## src/rtl/mem_arbiter.sv

```systemverilog
// CPU/DMA arbiter for the single memory port: the CPU always wins, DMA bursts fill idle cycles.
// Define MEM_ARB_STATS_EN to add the saturating conflict_cnt output.
module mem_arbiter #(
    parameter int ADDR_STEP = 2,
    parameter int RD_LAT    = 1
) (
    input  logic        clk,
    input  logic        rst,
    input  logic        cpu_memread,
    input  logic [1:0]  cpu_memwrite,
    input  logic [31:0] cpu_addr,
    input  logic [31:0] cpu_wdata,
    output logic [31:0] cpu_rdata,
    input  logic        dma_req,
    input  logic        dma_write,
    input  logic [31:0] dma_addr,
    input  logic [3:0]  dma_len,
    input  logic [31:0] dma_wdata,
    output logic        dma_wnext,
    output logic [31:0] dma_rdata,
    output logic        dma_valid,
    output logic        dma_done,
    output logic        dma_busy,
    output logic        mem_read,
    output logic [1:0]  mem_write,
    output logic [31:0] mem_addr,
    output logic [31:0] mem_wdata,
    input  logic [31:0] mem_rdata
`ifdef MEM_ARB_STATS_EN
    ,
    output logic [15:0] conflict_cnt
`endif
);

    localparam int CW = (RD_LAT < 2) ? 1 : $clog2(RD_LAT + 1);

    typedef enum logic [1:0] {IDLE, ISSUE, WAIT, DONE} state_t;

    state_t          state, state_next;
    logic [31:0]     addr_q, addr_next;
    logic [3:0]      rem_q, rem_next;
    logic            write_q, write_next;
    logic [CW-1:0]   cnt_q, cnt_next;
    logic [31:0]     rdata_q, rdata_next;
    logic            valid_q, valid_next;
    logic            word_done;
    logic            dma_rd;
    logic            dma_wr;
    logic            cpu_act;

    assign cpu_act = cpu_memread | (cpu_memwrite != 2'd0);

    always_ff @(posedge clk) begin
        if (rst) begin
            state   <= IDLE;
            addr_q  <= '0;
            rem_q   <= '0;
            write_q <= 1'b0;
            cnt_q   <= '0;
            rdata_q <= '0;
            valid_q <= 1'b0;
        end else begin
            state   <= state_next;
            addr_q  <= addr_next;
            rem_q   <= rem_next;
            write_q <= write_next;
            cnt_q   <= cnt_next;
            rdata_q <= rdata_next;
            valid_q <= valid_next;
        end
    end

    // Any CPU activity stalls ISSUE and aborts WAIT so the word is retried from its address phase.
    always_comb begin
        state_next = state;
        addr_next  = addr_q;
        rem_next   = rem_q;
        write_next = write_q;
        cnt_next   = cnt_q;
        rdata_next = rdata_q;
        valid_next = 1'b0;
        word_done  = 1'b0;
        dma_rd     = 1'b0;
        dma_wr     = 1'b0;
        dma_wnext  = 1'b0;
        case (state)
            IDLE: begin
                if (dma_req) begin
                    addr_next  = dma_addr;
                    rem_next   = dma_len;
                    write_next = dma_write;
                    state_next = ISSUE;
                end
            end
            ISSUE: begin
                if (!cpu_act) begin
                    if (write_q) begin
                        dma_wr    = 1'b1;
                        dma_wnext = 1'b1;
                        word_done = 1'b1;
                    end else begin
                        dma_rd     = 1'b1;
                        cnt_next   = CW'(RD_LAT);
                        state_next = WAIT;
                    end
                end
            end
            WAIT: begin
                if (cpu_act) begin
                    state_next = ISSUE;
                end else begin
                    dma_rd   = 1'b1;
                    cnt_next = cnt_q - CW'(1);
                    if (cnt_q == CW'(1)) begin
                        rdata_next = mem_rdata;
                        valid_next = 1'b1;
                        word_done  = 1'b1;
                    end
                end
            end
            DONE: begin
                state_next = IDLE;
                rdata_next = '0;
            end
            default: state_next = IDLE;
        endcase
        if (word_done) begin
            if (rem_q != 4'd0) begin
                addr_next  = addr_q + 32'(ADDR_STEP);
                rem_next   = rem_q - 4'd1;
                state_next = ISSUE;
            end else begin
                state_next = DONE;
            end
        end
    end

    always_comb begin
        mem_read  = 1'b0;
        mem_write = 2'd0;
        mem_addr  = '0;
        mem_wdata = '0;
        if (cpu_act) begin
            mem_read  = cpu_memread;
            mem_write = cpu_memwrite;
            mem_addr  = cpu_addr;
            mem_wdata = cpu_wdata;
        end else if (dma_rd) begin
            mem_read = 1'b1;
            mem_addr = addr_q;
        end else if (dma_wr) begin
            mem_write = 2'd2;
            mem_addr  = addr_q;
            mem_wdata = dma_wdata;
        end
    end

    assign cpu_rdata = mem_rdata;
    assign dma_rdata = rdata_q;
    assign dma_valid = valid_q;
    assign dma_done  = (state == DONE);
    assign dma_busy  = (state != IDLE);

`ifdef MEM_ARB_STATS_EN
    always_ff @(posedge clk) begin
        if (rst) begin
            conflict_cnt <= '0;
        end else if ((state == ISSUE || state == WAIT) && cpu_act && conflict_cnt != 16'hFFFF) begin
            conflict_cnt <= conflict_cnt + 16'd1;
        end
    end
`endif

endmodule

```

## config.mk

```make
export PLATFORM = sky130hd
export DESIGN_NAME = mem_arbiter
export DESIGN_NICKNAME = d
export VERILOG_FILES = /design/src/rtl/mem_arbiter.sv
export SDC_FILE = /design/constraint.sdc
export NUM_CORES = 1
export LEC_CHECK = 0
export ABC_AREA = 1
export CAP_MARGIN = 40
export CORE_AREA = 5 5 99 170
export CTS_BUF_LIST = sky130_fd_sc_hd__clkbuf_2
export DETAILED_ROUTE_END_ITERATION = 16
export DIE_AREA = 0 0 104 175
export DONT_BUFFER_PORTS = 1
export MAX_ROUTING_LAYER = met4
export PLACE_DENSITY = 0.54
export SETUP_SLACK_MARGIN = 0.15
export SYNTH_ARGS = -nofsm -noshare
export SYNTH_HDL_FRONTEND = slang
export SYNTH_SLANG_ARGS = --single-unit
```

## constraint.sdc

```tcl
create_clock -name clk -period 2.1 [get_ports clk]
set_clock_uncertainty 0.1 [all_clocks]
set_input_delay 0.21 -clock clk [delete_from_list [all_inputs] [get_ports clk]]
set_output_delay 0.21 -clock clk [all_outputs]
set_load 0.005 [all_outputs]
```

==> key figures <==
Floorplanning
  – Initial Util: 37.2%
  – Site row count: 60
  – Die H: 175 microns
  – Die area: 18,200 sq um
  – Core area: 15,300 sq um
  – I/O pins: 306
  – Die width: 104 microns

Power
  – Pwr dens: 663 nW/um^2
  – Internal: 2.85 mW
  – Logic pwr share: 44.1%
  – Reg power frac: 36.2%
  – Sw Share: 42.2%
  – Sw Pwr: 2.08 mW
  – Peak VDD IR: 0.300 mV
  – Clock power frac: 19.6%
  – Overall power: 4.93 mW
  – P_leak: 2.84 nW

Clock network
  – Reg clk slew, reported paths: 0.23 ns
  – CTS Buf Count: 9
  – CTS H-Tree Depth: 3
  – CTS tree: yes
  – Root buffer cell: clkbuf_2
  – Clk sinks: 73
  – Clock Tree Buf Depth: 2
  – Clk_lat worst skew: 0.56 ns

Cells and area
  – Commonest non-fill, non-tap cell in the layout: nand2_1
  – Most frequent cells in the layout: 189 x nand2_1, 78 x nor2_1, 72 x dlygate4sd3_1, 68 x dfxtp_1, 59 x inv_1
  – # fillers: 1,497
  – Layout Nets: 1,046
  – Area Growth Syn to Fin: 30.5%
  – Layout cells sized above 1: 18.0%

Setup path
  – CP Class: reg2out
  – Crit path max fanout: 6
  – Arr. time, crit path: 2.14 ns
  – Worst setup EP type: primary output
  – Worst Setup Start Kind: flip-flop
  – Worst EP required: 1.79 ns

Yosys
  – Synth top area share: 25.7%
  – Mapped cell area: 5700 sq um
  – Post-synth EDFFs: 0
  – Sequential share of the synthesized area: 25.7%
  – #FFs+latches synth: 73
  – Net count after synthesis: 996
  – Yosys top cell by area: dfxtp_1
  – Mapped Cells: 819
  – Synth Flop Type: dfxtp_1
  – Async set-or-reset flop fraction in the synthesized netlist: 0%
  – Yosys warns: 0
  – Syn Area/Cell: 6.96 sq um
  – Top cells by area, synth: dfxtp_1 26%, nand2_1 13%, o31ai_4 9.7%
  – Unique masters post-synth: 36

Global route
  – Initial antenna violation count: 1
  – GRT Overall Usage: 23.1%
  – Pin count of the biggest net entering global routing: 61
  – Number of global-route vias before repair: 5,769
  – Global-route wire length before repair: 32,700 microns
  – GRT overflow: 0

Outcome
  – Outcome: finished, violations left
  – Violated checks: setup timing

STA
  – Setup ws final: -0.345 ns
  – Worst Hold Margin: 0.121 ns
  – Final setup fails: 66
  – Slew margin rel.: 72.6%
  – Min cycle time layout: 2.45 ns
  – RSZ-0062 raised after global routing: yes
  – Fin crit share: 116%
  – Peak Freq: 0.409 GHz
  – Final Hold Viols: 0
  – Worst Tran Pin Value: 0.410 ns
  – Final Max Slew Viols: 0

Drt
  – # DRC: 0
  – Detailed Route Iter0 Violations: 282
  – WL per Instance: 22.0 microns
  – Via Count: 5,965
  – Vias per std cell: 5.62
  – Final wirelength: 23,300 microns
  – Pre-Repair DR Iteration Count: 5
  – Antenna-violating nets left: 0

Run
  – Maximum capacitance violations: 0

Place
  – # port buffers: 0
  – DP HPWL: 15,600 microns
  – Final Wtd Congestion: 0.869

Min path
  – Tightest Hold Check Type: in2reg
-- synth_stat cells, types with 2 or more instances --
master	n
nand3_1	60
buf_6	5
buf_2	11
clkinv_1	3
nor2_1	79
dfxtp_1	73
clkbuf_1	38
o21ai_1	5
nor2_4	2
xnor2_1	2
o21a_1	4
nand2_1	193
nor3_1	3
o211ai_1	35
buf_8	2
a21oi_1	69
o31ai_4	26
nand4_1	6
o31ai_1	2
ha_1	6
xor2_1	8
buf_4	34
a32o_1	32
o21ai_0	45
inv_1	65
-- critical path, stage by stage (launching register included) --
cell     delay [ns]
dfxtp_4        0.43
inv_4          0.05
ha_4           0.33
nand3_4        0.09
and2_4         0.20
buf_12         0.14
buf_12         0.14
o31ai_4        0.19
-- per-stage QoR --
stage               area (sq um)  TNS, ns  worst slack [ns]  instances  util, %
detailed placement          5640        0             0.127        936     36.8
floorplan                   5700        0             0.203        819        -
finish                      7430   -20.21            -0.345       1061     48.5
global placement            5640        0             0.195        936     36.8
global route                7430   -29.24            -0.481       1061     48.5
CTS                         6930   -20.39            -0.372       1041     45.3
-- kinds of logic (layout without fill, tap and decap cells) --
kind of cell             count (synthesis)  after routing  synth area share [%]
AO/OA/AOI/OAI                          221            221                  31.6
XOR/XNOR                                10             10                  1.54
adder cells (fa/ha/maj)                  6              6                  1.32
buffers and inverters                  160            214                  14.2
flip-flops                              73             73                  25.7
other                                    0              1                     0
AND/OR/NAND/NOR                        349            350                  25.7
-- area by class of cell --
| type | instances | area [sq um] | share of cell area (%) |
|---|---|---|---|
| Clock buffer | 9 | 45.0 | 0.606 |
| Antenna cell | 1 | 2.50 | 0.0337 |
| Multi-Input combinational cell | 587 | 3700 | 49.8 |
| Sequential cell | 73 | 1470 | 19.8 |
| Timing Repair Buffer | 129 | 1600 | 21.6 |
| Tap cell | 186 | 233 | 3.13 |
| Clock inverter | 7 | 95.1 | 1.28 |
| Inverter | 69 | 282 | 3.79 |
-- power by group through the flow --
stage / Clock [mW] / Combinational [mW] / Sequential (mW)
floorplan: 0 / 1.34 / 1.74
global placement: 0 / 1.61 / 1.79
detailed placement: 0 / 1.64 / 1.79
CTS: 1.01 / 2.00 / 1.78
global route: 1.06 / 2.39 / 1.81
finish: 0.967 / 2.17 / 1.79
-- state kept, by name, indices dropped and copies added (netlist names) --
name / cells
dma_rdata: 32
rem_q: 4
write_q: 1
cnt_q: 1
addr_q: 32
dma_valid: 1
state: 2
-- per-layer routing --
layer / share of wire, % / GRT usage [%] / up-vias
li1: - / - / 2861
met1: 38 / 26.4 / 2746
met2: 51 / 40.1 / 289
met3: 5.7 / 4.14 / 69
met4: 5.0 / 8.16 / 0
met5: 0 / - / -
-- final timing paths --
path,startpoint,endpoint,slack [ns],depth (start not counted)
min,cpu_memread,cnt_q$_SDFFE_PP0P_,0.12,4
max reg2reg,state[1]$_SDFFE_PP0P_,addr_q[17]$_SDFF_PP0_,0.17,13
max,state[0]$_SDFFE_PP0P_,mem_addr[29],-0.35,7
min reg2reg,addr_q[0]$_SDFFE_PP0P_,addr_q[0]$_SDFFE_PP0P_,0.43,2
-- timing repair --
| item | CTS | global route |
|---|---|---|
| hold endpoints to repair | 73 | 0 |
| resized for setup | 39 | 60 |
| setup buffers | 9 | 8 |
| pin swaps | 3 | 10 |
| hold buffers | 74 | 0 |
| cloned | 6 | 11 |
| setup endpoints to repair | 67 | 108 |
Note: power is estimated with default switching activity, not from simulation.
